File: src/rtl/fp_mul_issue.sv
// Issue and result-collection stage around a 4-stage FP multiplier: credit-based
// issue, special-operand hazard blocking, and an in-order show-ahead result FIFO.
module fp_mul_issue #(
  parameter int DATA_W = 32,
  parameter int EXP_W  = 8,
  parameter int DEPTH  = 8
) (
  input  logic                       clk,
  input  logic                       rst,
  input  logic                       in_valid,
  output logic                       in_ready,
  input  logic [DATA_W-1:0]          in_a,
  input  logic [DATA_W-1:0]          in_b,
  output logic                       mul_start,
  output logic [DATA_W-1:0]          mul_op_a,
  output logic [DATA_W-1:0]          mul_op_b,
  input  logic                       mul_done,
  input  logic [DATA_W-1:0]          mul_res,
  output logic                       out_valid,
  input  logic                       out_ready,
  output logic [DATA_W-1:0]          out_res,
  output logic                       overflow_err,
  output logic [$clog2(DEPTH):0]     inflight
);

  localparam int PTR_W = $clog2(DEPTH);
  localparam int CNT_W = PTR_W + 1;
  localparam int SUM_W = PTR_W + 2;

  logic [DATA_W-1:0] mem [DEPTH];
  logic [PTR_W-1:0]  wr_ptr;
  logic [PTR_W-1:0]  rd_ptr;
  logic [CNT_W-1:0]  count;

  logic              special_a;
  logic              special_b;
  logic              special;
  logic              pop;
  logic              push;
  logic              full;
  logic              drop;
  logic              do_write;
  logic              orphan;
  logic              fire;
  logic              credit_ok;
  logic [SUM_W-1:0]  committed;

  assign special_a = &in_a[DATA_W-2 -: EXP_W];
  assign special_b = &in_b[DATA_W-2 -: EXP_W];
  assign special   = special_a | special_b;

  assign out_valid = (count != '0);
  assign out_res   = mem[rd_ptr];
  assign pop       = out_valid & out_ready;
  assign push      = mul_done;
  assign full      = (count == CNT_W'(DEPTH));
  assign drop      = push & full & ~pop;
  assign do_write  = push & ~drop;
  assign orphan    = mul_done & (inflight == '0);

  // Every issued op owns a FIFO slot from issue until it is popped, so the
  // multiplier (which cannot stall) can never push into a full FIFO.
  assign committed = SUM_W'(count) + SUM_W'(inflight) - SUM_W'(pop);
  assign credit_ok = (committed < SUM_W'(DEPTH));

  // Specials finish in 1 cycle; waiting for an empty pipe keeps order and
  // avoids two dones landing in the same cycle.
  assign in_ready  = ~rst & credit_ok & (~special | (inflight == '0));
  assign fire      = in_valid & in_ready;

  // The multiplier decodes its op pins every cycle, so idle pins must be zero.
  assign mul_start = fire;
  assign mul_op_a  = fire ? in_a : '0;
  assign mul_op_b  = fire ? in_b : '0;

  always_ff @(posedge clk) begin
    if (do_write) begin
      mem[wr_ptr] <= mul_res;
    end
  end

  always_ff @(posedge clk) begin
    if (rst) begin
      wr_ptr       <= '0;
      rd_ptr       <= '0;
      count        <= '0;
      inflight     <= '0;
      overflow_err <= 1'b0;
    end else begin
      if (do_write) begin
        wr_ptr <= wr_ptr + PTR_W'(1);
      end
      if (pop) begin
        rd_ptr <= rd_ptr + PTR_W'(1);
      end
      count    <= count + CNT_W'(do_write) - CNT_W'(pop);
      inflight <= inflight + CNT_W'(fire) - CNT_W'(mul_done & ~orphan);
      if (drop || orphan) begin
        overflow_err <= 1'b1;
      end
    end
  end

  a_no_drop: assert property (@(posedge clk) disable iff (rst) !drop);

endmodule

File: config.mk
export PLATFORM = sky130hd
export DESIGN_NAME = fp_mul_issue
export DESIGN_NICKNAME = d
export VERILOG_FILES = /design/src/rtl/fp_mul_issue.sv
export SDC_FILE = /design/constraint.sdc
export NUM_CORES = 1
export LEC_CHECK = 0
export BUFFER_PORTS_ARGS = -buffer_cell sky130_fd_sc_hd__buf_2
export CAP_MARGIN = 20
export CORE_UTILIZATION = 56
export CTS_CLUSTER_DIAMETER = 30
export CTS_CLUSTER_SIZE = 8
export DETAILED_ROUTE_END_ITERATION = 16
export PLACE_DENSITY = 0.87
export SETUP_SLACK_MARGIN = 0.02
export SLEW_MARGIN = 20
export SYNTH_ARGS = -nofsm -noshare
export SYNTH_HDL_FRONTEND = slang
export SYNTH_SLANG_ARGS = --single-unit
File: constraint.sdc
create_clock -name clk -period 4.9 [get_ports clk]
set_input_delay 0.245 -clock clk [delete_from_list [all_inputs] [get_ports clk]]
set_output_delay 0.245 -clock clk [all_outputs]
set_load 0.005 [all_outputs]
==> results.py, run 1 <==
metrics = {
    "min_path": {
        "timing.hold.worst.class": "in -> reg",
        "whs_path_depth": 1,
        "hold_path_end": "mem[2][28]",
        "hold_path_startpoint": "mul_res[28]",
    },
    "synthesis": {
        "synthesized_area_divided_by_synthesized_cell_count_um2": 19.61,
        "largest_family_of_logic_cells_by_synthesized_area": "multiplexers",
        "synth-compound-area-share_pct": 0.8138,
        "synthXorXnorAreaFrac_pct": 0.6746,
        "synth_simple_gate_area_share_pct": 9.487,
        "synth-adder-area-share_pct": 2.270,
        "postSynthCellCount": 596,
        "synth.area.mux_share_pct": 15.50,
        "ys_warn_count": 0,
        "synth_nets": 717,
        "mapped_cell_area_um2": 11680,
        "yosys_register_bits": 274,
        "synth_cell_types": 34,
        "synth-seq-area-share_pct": 68.87,
    },
    "placed_design": {
        "numPortBuffers": 204,
        "detailedPlacementHpwl_um": 15420,
        "place_congestion": 0.8442,
    },
    "die": {
        "fp.coreArea_um2": 20360,
        "floorplan_die_area_um2": 21450,
        "std_cell_rows": 52,
        "initial_cell_density_of_the_core_pct": 57.38,
        "boundaryPins": 205,
        "chipHeight_um": 146.5,
        "floorplan_die_width_um": 146.5,
    },
    "detailed_routing": {
        "drt-total-wl_um": 28110,
        "detail_route.wl_per_cell_um": 24.57,
        "remaining_number_of_nets_flagged_by_the_antenna_check_after_routing": 0,
        "dr.first_iter.drc_count": 584,
        "firstDrtPassIters": 4,
        "num_vias": 6718,
        "routed_via_density": 5.872,
        "drc": 0,
    },
    "cts": {
        "worst_setup_hold_path_clk_slew_ns": 0.05,
        "clock_sinks": 274,
        "clock_buffer_count_from_cts": 47,
        "cts_h_tree_depth": 2,
        "post-cts-setup-buffers": 0,
        "clk_latency_ns": 0.53,
        "tritoncts": "done",
        "cts-root-to-sink-buffers": 3,
        "ctsRootBufferMaster": "sky130_fd_sc_hd__clkbuf_16",
    },
    "setup_path": {
        "crit_chain": "inv_1 > ha_1 > nor2b_1 > or2_1 > ha_1 > nand2_1 > a221o_1 > xnor2_2 > buf_4 > nor4b_1 > buf_2",
        "critPathMaxStageDelay_ns": 0.69,
        "regToRegSetupSlack_ns": 1.83,
        "critical_path.reg2reg.endpoint": "inflight[1]",
        "kind_of_launch_point_of_the_worst_setup_path": "register",
        "path_max_fanout": 65,
        "worstPathRequired_ns": 4.66,
        "critical_path_arrival_ns": 3.47,
        "worst_path_max_delay_cell": "sky130_fd_sc_hd__buf_4",
        "ff2ff_path_depth": 12,
        "critPathKind": "reg -> out",
        "critPathMostFrequentCell": "sky130_fd_sc_hd__ha_1",
        "worst_setup_path_end_kind": "output port",
        "timing.rr.start": "count[2]",
    },
    "global_routing": {
        "grt_antenna_before_repair": 2,
        "overflow": 0,
        "first_global_vias": 6983,
        "grt.total_usage_pct": 26.98,
        "grt_start_max_net_pins": 66,
        "global_route_wire_length_before_repair_um": 42190,
    },
    "power": {
        "switching_share_pct": 34.21,
        "internal_power_mw": 5.989,
        "p_sw_mw": 3.114,
        "power_density_nw_per_um2": 618.7,
        "share_clk_of_total_power_pct": 33.6,
        "power.ir.vdd_worst_v": 0.001613,
        "seqPwrFrac_pct": 31.5,
        "power_mw": 9.103,
        "comb_power_share_pct": 34.9,
        "total_leakage_power_nw": 5.220,
    },
    "sta": {
        "final_hold_slack_ns": 0.009703,
        "rsz_0062_raised_after_global_routing": "false",
        "max_freq_mhz": 269.4,
        "worst-slew-pin-transition_ns": 0.9777,
        "clock-skew-final_ns": 0.02605,
        "tns_ns": 0,
        "final_min_period_over_clock_period_pct": 75.75,
        "finalHoldViolCount": 0,
        "max_slew_violation_total_from_the_final_report": 0,
        "setup_viol_count_final": 0,
        "worst_slew_margin_rel_pct": 34.82,
        "final_period_minus_worst_setup_slack_ns": 3.712,
    },
    "cells_and_area": {
        "synthToLayoutAreaGrowth_pct": 25.91,
        "final_nets": 968,
        "finish.utilization_pct": 72.25,
        "layout-drive-gt1-share_pct": 49.48,
        "fill_cells": 1189,
    },
    "job": {
        "drv.max_cap_violation_count": 0,
    },
    "run_status": {
        "status": "complete, no violations",
    },
}
-- stage by stage --
step | worst slack (ns) | instance area [um2] | instances
finish | 1.188 | 14710 | 1144
global route | 0.9976 | 14710 | 1142
CTS | 1.194 | 14690 | 1140
detailed placement | 1.745 | 13020 | 1045
global placement | 1.833 | 13020 | 1045
floorplan | 0.9685 | 11690 | 596
-- layout by cell type, fill, tap and decap left out, types with 3 or more instances in the layout --
cell	n
sky130_fd_sc_hd__edfxtp_1	256
sky130_fd_sc_hd__buf_2	204
sky130_fd_sc_hd__mux4_2	64
sky130_fd_sc_hd__clkbuf_16	49
sky130_fd_sc_hd__nor4b_2	39
sky130_fd_sc_hd__mux2_2	32
sky130_fd_sc_hd__nor4b_1	26
sky130_fd_sc_hd__dlygate4sd3_1	23
sky130_fd_sc_hd__ha_1	18
sky130_fd_sc_hd__nor2_1	16
sky130_fd_sc_hd__buf_4	16
sky130_fd_sc_hd__dfxtp_1	15
sky130_fd_sc_hd__inv_1	14
sky130_fd_sc_hd__nand2_1	10
sky130_fd_sc_hd__clkbuf_1	8
sky130_fd_sc_hd__nand3_1	7
sky130_fd_sc_hd__a21oi_1	7
sky130_fd_sc_hd__nor2b_1	6
sky130_fd_sc_hd__nor2_4	6
sky130_fd_sc_hd__clkinv_1	5
sky130_fd_sc_hd__nand2b_1	4
sky130_fd_sc_hd__nand4_1	4
sky130_fd_sc_hd__xnor2_1	4
sky130_fd_sc_hd__bufinv_16	4
sky130_fd_sc_hd__diode_2	3
sky130_fd_sc_hd__a21o_1	3
sky130_fd_sc_hd__xor2_1	3
-- worst max path at each step --
| stage | startpoint | to | slack [ns] | cells past startpoint |
|---|---|---|---|---|
| floorplan | count[2] | mem[0][0] | 0.97 | 7 |
| global placement | count[2] | mul_op_a[2] | 1.83 | 11 |
| detailed placement | count[2] | mul_op_a[1] | 1.74 | 11 |
| CTS | count[2] | mul_op_a[1] | 1.19 | 11 |
| global route | count[2] | mul_op_a[1] | 1.0 | 11 |
| finish | count[2] | mul_op_a[1] | 1.19 | 11 |
-- critical path, delay by kind of cell, from the launching register on --
family                   cells  cell delay (ns)
AND/OR/NAND/NOR              4             0.63
XOR/XNOR                     1             0.16
AO/OA/AOI/OAI                1             0.36
buffers and inverters        3             0.95
flip-flops                   1             0.31
adder cells (fa/ha/maj)      2             0.51
-- power groups by stage --
stage	registers (mW)	logic (mW)	clock network [mW]
6_report	2.87	3.18	3.06
5_1_grt	2.89	3.43	3.18
4_1_cts	2.87	3.18	3.07
3_5_place_dp	2.91	3.12	0
3_3_place_gp	2.89	3.04	0
2_1_floorplan	2.80	2.72	0
-- final cells by class --
class                      count  area [um2]  area share [%]
inverter                      14       52.55          0.3572
clock buffer                  59        1284           8.725
clock inverter                14       173.9           1.182
tap                          270       337.8           2.296
timing repair buffer         243        1371           9.321
multi-input combinational    267        3430           23.31
sequential                   274        8056           54.76
antenna                        3       7.507         0.05102
-- layer usage --
layer / routed length, um / up-vias / share of wire, % / global-route usage, %
li1: - / 2952 / - / -
met1: 11450 / 3479 / 41 / 35.87
met2: 14400 / 228 / 51 / 44.31
met3: 1474 / 59 / 5.2 / 5.656
met4: 781 / 0 / 2.8 / 9.948
met5: 0 / - / 0 / 0
-- cells by family after synthesis --
group | count (synthesis)
compound gates | 14
xor+xnor | 9
fa+ha+maj | 20
buf+inv | 55
flops | 274
mux | 97
simple gates | 127
-- flip-flops by register name, summed over array words and instances, names as in the netlist, named ones only --
| register | cells |
|---|---|
| count | 4 |
| inflight | 4 |
| mem | 256 |
| overflow_err | 1 |
| rd_ptr | 3 |
| wr_ptr | 3 |
-- synth_stat cells --
cell type                  number  share of area (%)
sky130_fd_sc_hd__mux4_2        64                 12
sky130_fd_sc_hd__inv_1         14               0.45
sky130_fd_sc_hd__fa_1           2               0.34
sky130_fd_sc_hd__dfxtp_1       18                3.1
sky130_fd_sc_hd__buf_1          2              0.064
sky130_fd_sc_hd__xor2_1         3               0.22
sky130_fd_sc_hd__a21oi_1        7               0.30
sky130_fd_sc_hd__nor2b_1        6               0.32
sky130_fd_sc_hd__nor4b_2       39                5.0
sky130_fd_sc_hd__o21bai_1       1              0.064
sky130_fd_sc_hd__nor4b_1       26                1.9
sky130_fd_sc_hd__nand3_1        7               0.30
sky130_fd_sc_hd__clkbuf_1      21               0.67
sky130_fd_sc_hd__a221oi_2       1               0.13
sky130_fd_sc_hd__buf_6          7               0.67
sky130_fd_sc_hd__a221o_1        1              0.086
sky130_fd_sc_hd__nand4_1        4               0.21
sky130_fd_sc_hd__mux2_2        32                3.1
sky130_fd_sc_hd__nor3_1         4               0.17
sky130_fd_sc_hd__or2_2          2               0.11
sky130_fd_sc_hd__mux2i_1        1              0.086
sky130_fd_sc_hd__xnor2_1        6               0.45
sky130_fd_sc_hd__edfxtp_1     256                 66
sky130_fd_sc_hd__a21o_1         3               0.19
sky130_fd_sc_hd__nand2_1       10               0.32
sky130_fd_sc_hd__or2_1          1              0.054
sky130_fd_sc_hd__buf_2          9               0.39
sky130_fd_sc_hd__nand3b_1       1              0.064
sky130_fd_sc_hd__and2_1         1              0.054
sky130_fd_sc_hd__ha_1          18                1.9
sky130_fd_sc_hd__o21ai_0        1              0.043
sky130_fd_sc_hd__nor2_1        22               0.71
sky130_fd_sc_hd__nand2b_1       4               0.21
sky130_fd_sc_hd__buf_4          2               0.13
-- repair_timing --
action                                 in CTS  in global routing
endpoints found under the hold margin     153                  1
gates resized for setup                     0                  0
hold buffers                               22                  1
Note: power is estimated with default switching activity, not from simulation.
==> run 2: changes to the inputs <==
--- a/config.mk
+++ b/config.mk
@@ -7,11 +7,11 @@
 export LEC_CHECK = 0
 export BUFFER_PORTS_ARGS = -buffer_cell sky130_fd_sc_hd__buf_2
 export CAP_MARGIN = 20
-export CORE_UTILIZATION = 56
+export CORE_UTILIZATION = 51
 export CTS_CLUSTER_DIAMETER = 30
 export CTS_CLUSTER_SIZE = 8
 export DETAILED_ROUTE_END_ITERATION = 16
-export PLACE_DENSITY = 0.87
+export PLACE_DENSITY = 0.84
 export SETUP_SLACK_MARGIN = 0.02
 export SLEW_MARGIN = 20
 export SYNTH_ARGS = -nofsm -noshare
==> constraint.sdc (replaced) <==
create_clock -name clk -period 3 [get_ports clk]
set_input_delay 0.15 -clock clk [delete_from_list [all_inputs] [get_ports clk]]
set_output_delay 0.15 -clock clk [all_outputs]
set_load 0.005 [all_outputs]
==> run 2 against run 1 <==
  * The run now ends with negative setup slack left
  * Via count up 3.5%
  * Worst hold slack improved by 0.016 ns
  * Sequential share of layout area down 3.3 points
  * Register-to-register slack got worse by 2.0 ns
  * Critical path type unchanged
  * Largest cell class unchanged
==> results.py, run 2 (synthesis gave the netlist of run 1 again) <==
metrics = {
    "die": {
        "fp.coreArea_um2": 22570,
        "initial_cell_density_of_the_core_pct": 51.77,
        "floorplan_die_width_um": 153.4,
        "floorplan_die_area_um2": 23520,
        "boundaryPins": 205,
        "chipHeight_um": 153.4,
        "std_cell_rows": 55,
    },
    "cells_and_area": {
        "final_nets": 1009,
        "layout.cells.most_common_list": "256 x sky130_fd_sc_hd__edfxtp_1, 203 x sky130_fd_sc_hd__buf_2, 64 x sky130_fd_sc_hd__mux4_2",
        "mostFrequentLayoutCell": "sky130_fd_sc_hd__edfxtp_1",
        "instances_no_fill": 1199,
        "fill_cells": 1408,
        "largest_reg_flops": 256,
        "top_register": "mem",
        "layout-drive-gt1-share_pct": 54.49,
        "top_regs": "mem x256, count x4, inflight x4",
        "synthToLayoutAreaGrowth_pct": 33.94,
        "antenna-diode-count": 0,
        "multi_input_comb_area_um2": 3751,
        "layout.area.seq_um2": 8058,
    },
    "run_status": {
        "failed_checks": "negative setup slack",
        "status": "complete, but fails checks",
    },
    "placed_design": {
        "numPortBuffers": 204,
        "detailedPlacementHpwl_um": 14860,
        "dpl.cell_count": 1069,
        "preCtsSetupSlack_ns": -0.007082,
        "place_congestion": 0.8231,
    },
    "global_routing": {
        "first_global_vias": 7370,
        "grt_start_max_net_pins": 65,
        "overflow": 0,
        "grt.total_usage_pct": 23.68,
        "global_route_wire_length_before_repair_um": 41630,
        "grt_antenna_before_repair": 0,
    },
    "power": {
        "power.ir.vdd_worst_v": 0.001296,
        "power_density_nw_per_um2": 1247,
        "total_leakage_power_nw": 5.607,
    },
    "detailed_routing": {
        "drt-total-wl_um": 27600,
        "firstDrtPassIters": 5,
        "dr.first_iter.drc_count": 502,
        "routed_via_density": 5.802,
        "remaining_number_of_nets_flagged_by_the_antenna_check_after_routing": 0,
        "drc": 0,
        "detail_route.wl_per_cell_um": 23.02,
        "num_vias": 6956,
    },
    "setup_path": {
        "critPathMaxStageDelay_ns": 0.39,
        "critical_path.reg2reg.endpoint": "inflight[1]",
        "timing.rr.start": "inflight[1]",
        "kind_of_launch_point_of_the_worst_setup_path": "register",
        "critical_path_arrival_ns": 3.10,
        "crit_chain": "inv_1 > ha_1 > inv_1 > ha_4 > nand2_4 > a221o_1 > xnor2_4 > buf_6 > buf_16 > nor4b_2 > buf_2",
        "worst_setup_path_end_kind": "output port",
        "worstPathRequired_ns": 2.85,
        "critPathMostFrequentCell": "sky130_fd_sc_hd__inv_1",
        "regToRegSetupSlack_ns": -0.16,
        "cpLargestDelayFamily": "buffers and inverters",
        "count_of_buffering_cells_on_the_critical_path_with_inverters_included": 5,
        "critPathKind": "reg -> out",
        "worst_path_max_delay_cell": "sky130_fd_sc_hd__a221o_1",
        "path_max_fanout": 8,
        "ff2ff_path_depth": 13,
    },
    "job": {
        "drv.max_cap_violation_count": 0,
    },
    "cts": {
        "ctsRootBufferMaster": "sky130_fd_sc_hd__clkbuf_16",
        "tritoncts": "done",
        "clk_latency_ns": 0.53,
        "clock_sinks": 274,
        "cts-root-to-sink-buffers": 3,
        "cts_h_tree_depth": 2,
        "clock_buffer_count_from_cts": 47,
        "worst_setup_hold_path_clk_slew_ns": 0.05,
    },
    "min_path": {
        "whs_path_depth": 3,
        "hold_path_startpoint": "mul_done",
        "hold_path_end": "wr_ptr[1]",
        "timing.hold.worst.class": "in -> reg",
    },
    "sta": {
        "max_freq_mhz": 307.9,
        "worst_slew_margin_rel_pct": 31.77,
        "setup_viol_count_final": 69,
        "final_min_period_over_clock_period_pct": 108.2,
        "post-route-worst-setup-slack_ns": -0.2473,
        "rsz_0062_raised_after_global_routing": "true",
        "final_period_minus_worst_setup_slack_ns": 3.247,
        "worst-slew-pin-transition_ns": 1.024,
        "max_slew_violation_total_from_the_final_report": 0,
        "clock-skew-final_ns": 0.01867,
        "finalHoldViolCount": 0,
    },
}
==> run 2: changes by cell type in the layout (fill, tap and decap cells not counted), moves of 6 or more <==
| cell | previous run | this run |
|---|---|---|
| sky130_fd_sc_hd__dlygate4sd3_1 | 23 | 33 |
| sky130_fd_sc_hd__nor4b_2 | 39 | 45 |
| sky130_fd_sc_hd__nor4b_1 | 26 | 11 |
| sky130_fd_sc_hd__buf_12 | 0 | 8 |
| sky130_fd_sc_hd__ha_1 | 18 | 12 |
| sky130_fd_sc_hd__buf_16 | 0 | 9 |
| sky130_fd_sc_hd__nor4b_4 | 0 | 9 |
| sky130_fd_sc_hd__buf_4 | 16 | 27 |
==> run 2: what timing repair did <==
action / 4_1_cts / 5_1_grt
buffers inserted: 9 / 3
cloned: 11 / 0
gates resized for setup: 43 / 16
setup endpoints to repair: 67 / 69
hold buffers: 33 / 0
pin swaps: 20 / 4
endpoints found under the hold margin: 258 / 0
==> run 2: layout make-up <==
type,instances,area share [%]
Clock buffer,57,7.818
Tap cell,285,2.278
Timing Repair Buffer,284,12.93
Multi-Input combinational cell,267,23.97
Clock inverter,18,1.175
Inverter,14,0.3517
Sequential cell,274,51.48
==> run 2: stage by stage <==
step	instance area (um2)	hold slack, ns	total power [mW]	TNS, ns	utilization (%)
floorplan	11750	0.2489	9.237	-1.531	-
detailed placement	13230	0.4262	10.32	-0.007082	58.61
global placement	13230	0.4144	10.15	0	58.61
global route	15650	0.02441	20.30	-20.06	69.34
CTS	15530	0.001219	19.27	-12.24	68.79
finish	15650	0.02530	19.52	-12.34	69.34
==> run 2: worst max path at each step <==
stage	cells after the start	endpoint	from	slack [ns]
3_3_place_gp	12	inflight[1]	count[2]	0.07
2_1_floorplan	7	mem[2][0]	count[2]	-0.02
5_1_grt	11	mul_op_a[1]	inflight[1]	-0.35
4_1_cts	12	mul_op_a[31]	count[3]	-0.21
6_report	11	mul_op_a[1]	inflight[1]	-0.25
3_5_place_dp	12	inflight[1]	count[3]	-0.007
==> run 2: metal layers <==
layer / track usage, % / routed length [um]
met5: 0 / 0
met3: 4.395 / 1682
met4: 8.810 / 537
met1: 31.61 / 11220
met2: 39.03 / 14160
==> run 2: worst register-to-register path: stages, from the launching register on <==
cell and delay (ns):
sky130_fd_sc_hd__dfxtp_1 0.38, sky130_fd_sc_hd__inv_1 0.14, sky130_fd_sc_hd__ha_1 0.30, sky130_fd_sc_hd__inv_1 0.06
sky130_fd_sc_hd__ha_4 0.27, sky130_fd_sc_hd__nand2_4 0.05, sky130_fd_sc_hd__a221o_1 0.40, sky130_fd_sc_hd__xnor2_4 0.19
sky130_fd_sc_hd__buf_12 0.17, sky130_fd_sc_hd__buf_6 0.12, sky130_fd_sc_hd__nor3_4 0.19, sky130_fd_sc_hd__ha_2 0.22
sky130_fd_sc_hd__fa_2 0.42, sky130_fd_sc_hd__nor2b_1 0.13
==> run 2: power breakdown <==
group	total (mW)	leakage [nW]	switching, mW	internal (mW)
registers	4.63	2.47	0.173	4.45
logic	10.1	2.45	4.91	5.22
clock network	4.77	0.688	1.66	3.11
==> run 3: changes to the inputs <==
--- a/config.mk
+++ b/config.mk
@@ -7,12 +7,11 @@
 export LEC_CHECK = 0
 export BUFFER_PORTS_ARGS = -buffer_cell sky130_fd_sc_hd__buf_2
 export CAP_MARGIN = 20
-export CORE_UTILIZATION = 51
+export CORE_UTILIZATION = 50
 export CTS_CLUSTER_DIAMETER = 30
 export CTS_CLUSTER_SIZE = 8
 export DETAILED_ROUTE_END_ITERATION = 16
-export PLACE_DENSITY = 0.84
-export SETUP_SLACK_MARGIN = 0.02
+export PLACE_DENSITY = 0.82
 export SLEW_MARGIN = 20
 export SYNTH_ARGS = -nofsm -noshare
 export SYNTH_HDL_FRONTEND = slang
==> run 3 against run 2 <==
  * The flow still finishes with violations (negative setup slack)
  * Count of clock-buffer cells in the layout decreased by 5
  * Worst setup slack worse by 0.029 ns
  * Non-clock buffer count down 4
  * Clock skew down 0.0055 ns
  * Final cell count up 1.3%
  * Critical path depth grew 1
  * Sequential power hardly changed
  * Global-route usage fell by 1.5 points
  * Power is 8.6% lower
==> results.py, run 3 (synthesis gave the netlist of run 1 again) <==
metrics = {
    "run_status": {
        "status": "complete, but fails checks",
        "failed_checks": "negative setup slack",
    },
    "sta": {
        "final_hold_slack_ns": 0.04096,
        "rsz_0062_raised_after_global_routing": "true",
        "post-route-worst-setup-slack_ns": -0.2761,
        "max_freq_mhz": 305.2,
        "final_period_minus_worst_setup_slack_ns": 3.276,
        "max_slew_violation_total_from_the_final_report": 0,
        "clock-skew-final_ns": 0.01320,
        "setup_viol_count_final": 69,
        "tns_ns": -13.83,
        "worst_slew_margin_rel_pct": 28.85,
        "final_min_period_over_clock_period_pct": 109.2,
        "worst-slew-pin-transition_ns": 1.067,
        "finalHoldViolCount": 0,
    },
    "detailed_routing": {
        "route.met2.wl_um": 13820,
        "detail_route.wirelength.met1_um": 11120,
        "routed_via_density": 5.555,
        "drt-total-wl_um": 26760,
        "highest-signal-layer": "met4",
        "num_vias": 6749,
        "dr.first_iter.drc_count": 443,
        "firstDrtPassIters": 4,
        "route.met3.wl_um": 1347,
        "detail_route.wl_per_cell_um": 22.03,
        "drc": 0,
        "remaining_number_of_nets_flagged_by_the_antenna_check_after_routing": 0,
    },
    "cts": {
        "worst_setup_hold_path_clk_slew_ns": 0.05,
        "clk_latency_ns": 0.52,
        "cts_h_tree_depth": 2,
        "cts-root-to-sink-buffers": 3,
        "tritoncts": "done",
        "clock_sinks": 274,
        "clock_buffer_count_from_cts": 45,
        "ctsRootBufferMaster": "sky130_fd_sc_hd__clkbuf_16",
    },
    "placed_design": {
        "detailedPlacementHpwl_um": 15110,
        "preCtsSetupSlack_ns": -0.09681,
        "numPortBuffers": 204,
        "dpl.cell_count": 1097,
        "place_congestion": 0.7841,
        "post_dp_cell_area_um2": 13250,
    },
    "power": {
        "total_leakage_power_nw": 5.545,
        "power_mw": 17.85,
        "comb_power_share_pct": 47.6,
        "power_density_nw_per_um2": 1153,
        "power.ir.vdd_worst_v": 0.001864,
        "seqPwrFrac_pct": 26.1,
        "switching_share_pct": 34.75,
        "share_clk_of_total_power_pct": 26.3,
        "internal_power_mw": 11.65,
        "p_sw_mw": 6.203,
    },
    "die": {
        "std_cell_rows": 55,
        "boundaryPins": 205,
        "initial_cell_density_of_the_core_pct": 51.30,
        "floorplan_die_area_um2": 23980,
        "fp.coreArea_um2": 22780,
        "chipHeight_um": 154.9,
        "floorplan_die_width_um": 154.9,
    },
    "global_routing": {
        "first_global_vias": 6962,
        "grt_antenna_before_repair": 0,
        "overflow": 0,
        "grt.total_usage_pct": 22.19,
        "global_route_wire_length_before_repair_um": 39580,
        "grt_start_max_net_pins": 65,
    },
    "cells_and_area": {
        "layout-drive-gt1-share_pct": 53.55,
        "finish.utilization_pct": 67.99,
        "final_nets": 1003,
        "synthToLayoutAreaGrowth_pct": 32.53,
        "layout.cells.most_common_list": "256 x sky130_fd_sc_hd__edfxtp_1, 204 x sky130_fd_sc_hd__buf_2, 64 x sky130_fd_sc_hd__mux4_2",
        "top_register": "mem",
        "post_layout_inst_area_um2": 15490,
        "top_regs": "mem x256, count x4, inflight x4",
        "mostFrequentLayoutCell": "sky130_fd_sc_hd__edfxtp_1",
        "instances_no_fill": 1215,
        "antenna-diode-count": 0,
        "largest_reg_flops": 256,
        "fill_cells": 1432,
    },
    "setup_path": {
        "regToRegSetupSlack_ns": -0.19,
        "critPathKind": "reg -> out",
        "worst_setup_path_end_kind": "output port",
        "critical_path_arrival_ns": 3.13,
        "path_max_fanout": 8,
        "kind_of_launch_point_of_the_worst_setup_path": "register",
        "ff2ff_path_depth": 16,
        "worstPathRequired_ns": 2.85,
    },
    "job": {
        "drv.max_cap_violation_count": 0,
    },
    "min_path": {
        "timing.hold.worst.class": "in -> reg",
        "whs_path_depth": 2,
    },
}
## run 3: cell types whose count changed in the layout (fill, tap and decap cells not counted), sizes merged
cell and change:
buf -7, clkbuf -4, clkinv -3, bufinv +2, clkinvlp -2, bufbuf +1, dlygate4sd3 +1
## run 3: critical path, stage by stage, from the launching register on
cell	delay, ns
sky130_fd_sc_hd__dfxtp_2	0.33
sky130_fd_sc_hd__inv_2	0.05
sky130_fd_sc_hd__ha_4	0.15
sky130_fd_sc_hd__nor2b_4	0.12
sky130_fd_sc_hd__or2_4	0.24
sky130_fd_sc_hd__ha_4	0.27
sky130_fd_sc_hd__nand2_4	0.04
sky130_fd_sc_hd__a221o_1	0.42
sky130_fd_sc_hd__xnor2_4	0.23
sky130_fd_sc_hd__buf_12	0.17
sky130_fd_sc_hd__buf_16	0.15
sky130_fd_sc_hd__nor4b_4	0.27
sky130_fd_sc_hd__buf_2	0.16
## run 3: path summary, 6_finish.rpt
check                                   from      endpoint
worst max-delay path                count[3]   mul_op_b[8]
worst min register to register  overflow_err  overflow_err
worst min-delay path                     rst      register
worst max register to register      count[3]   inflight[1]
## run 3: metal layers
layer,track usage (%),up-vias
met5,0,-
met4,7.308,0
met3,3.621,42
met2,38.12,237
met1,28.99,3457
li1,-,3013
## run 3: cell type report
cell class / instances / area (um2) / area share [%]
Clock buffer: 52 / 1152 / 7.441
Clock inverter: 15 / 203.9 / 1.317
Inverter: 14 / 52.55 / 0.3393
Multi-Input combinational cell: 267 / 3727 / 24.07
Sequential cell: 274 / 8058 / 52.03
Tap cell: 313 / 391.6 / 2.529
Timing Repair Buffer: 280 / 1901 / 12.27
## run 3: timing repair
item | CTS | global route
pin swaps | 6 | 9
hold buffers | 34 | 0
gates resized for setup | 30 | 19
buffers inserted | 6 | 5
setup endpoints to repair | 66 | 69
gates cloned | 6 | 1
endpoints found under the hold margin | 259 | 0
## run 3: power by group through the flow
stage	clock network (mW)	logic, mW	registers (mW)
floorplan	0	4.64	4.58
global placement	0	5.22	4.71
detailed placement	0	5.29	4.72
CTS	4.76	8.03	4.67
global route	4.90	8.93	4.69
finish	4.69	8.50	4.66
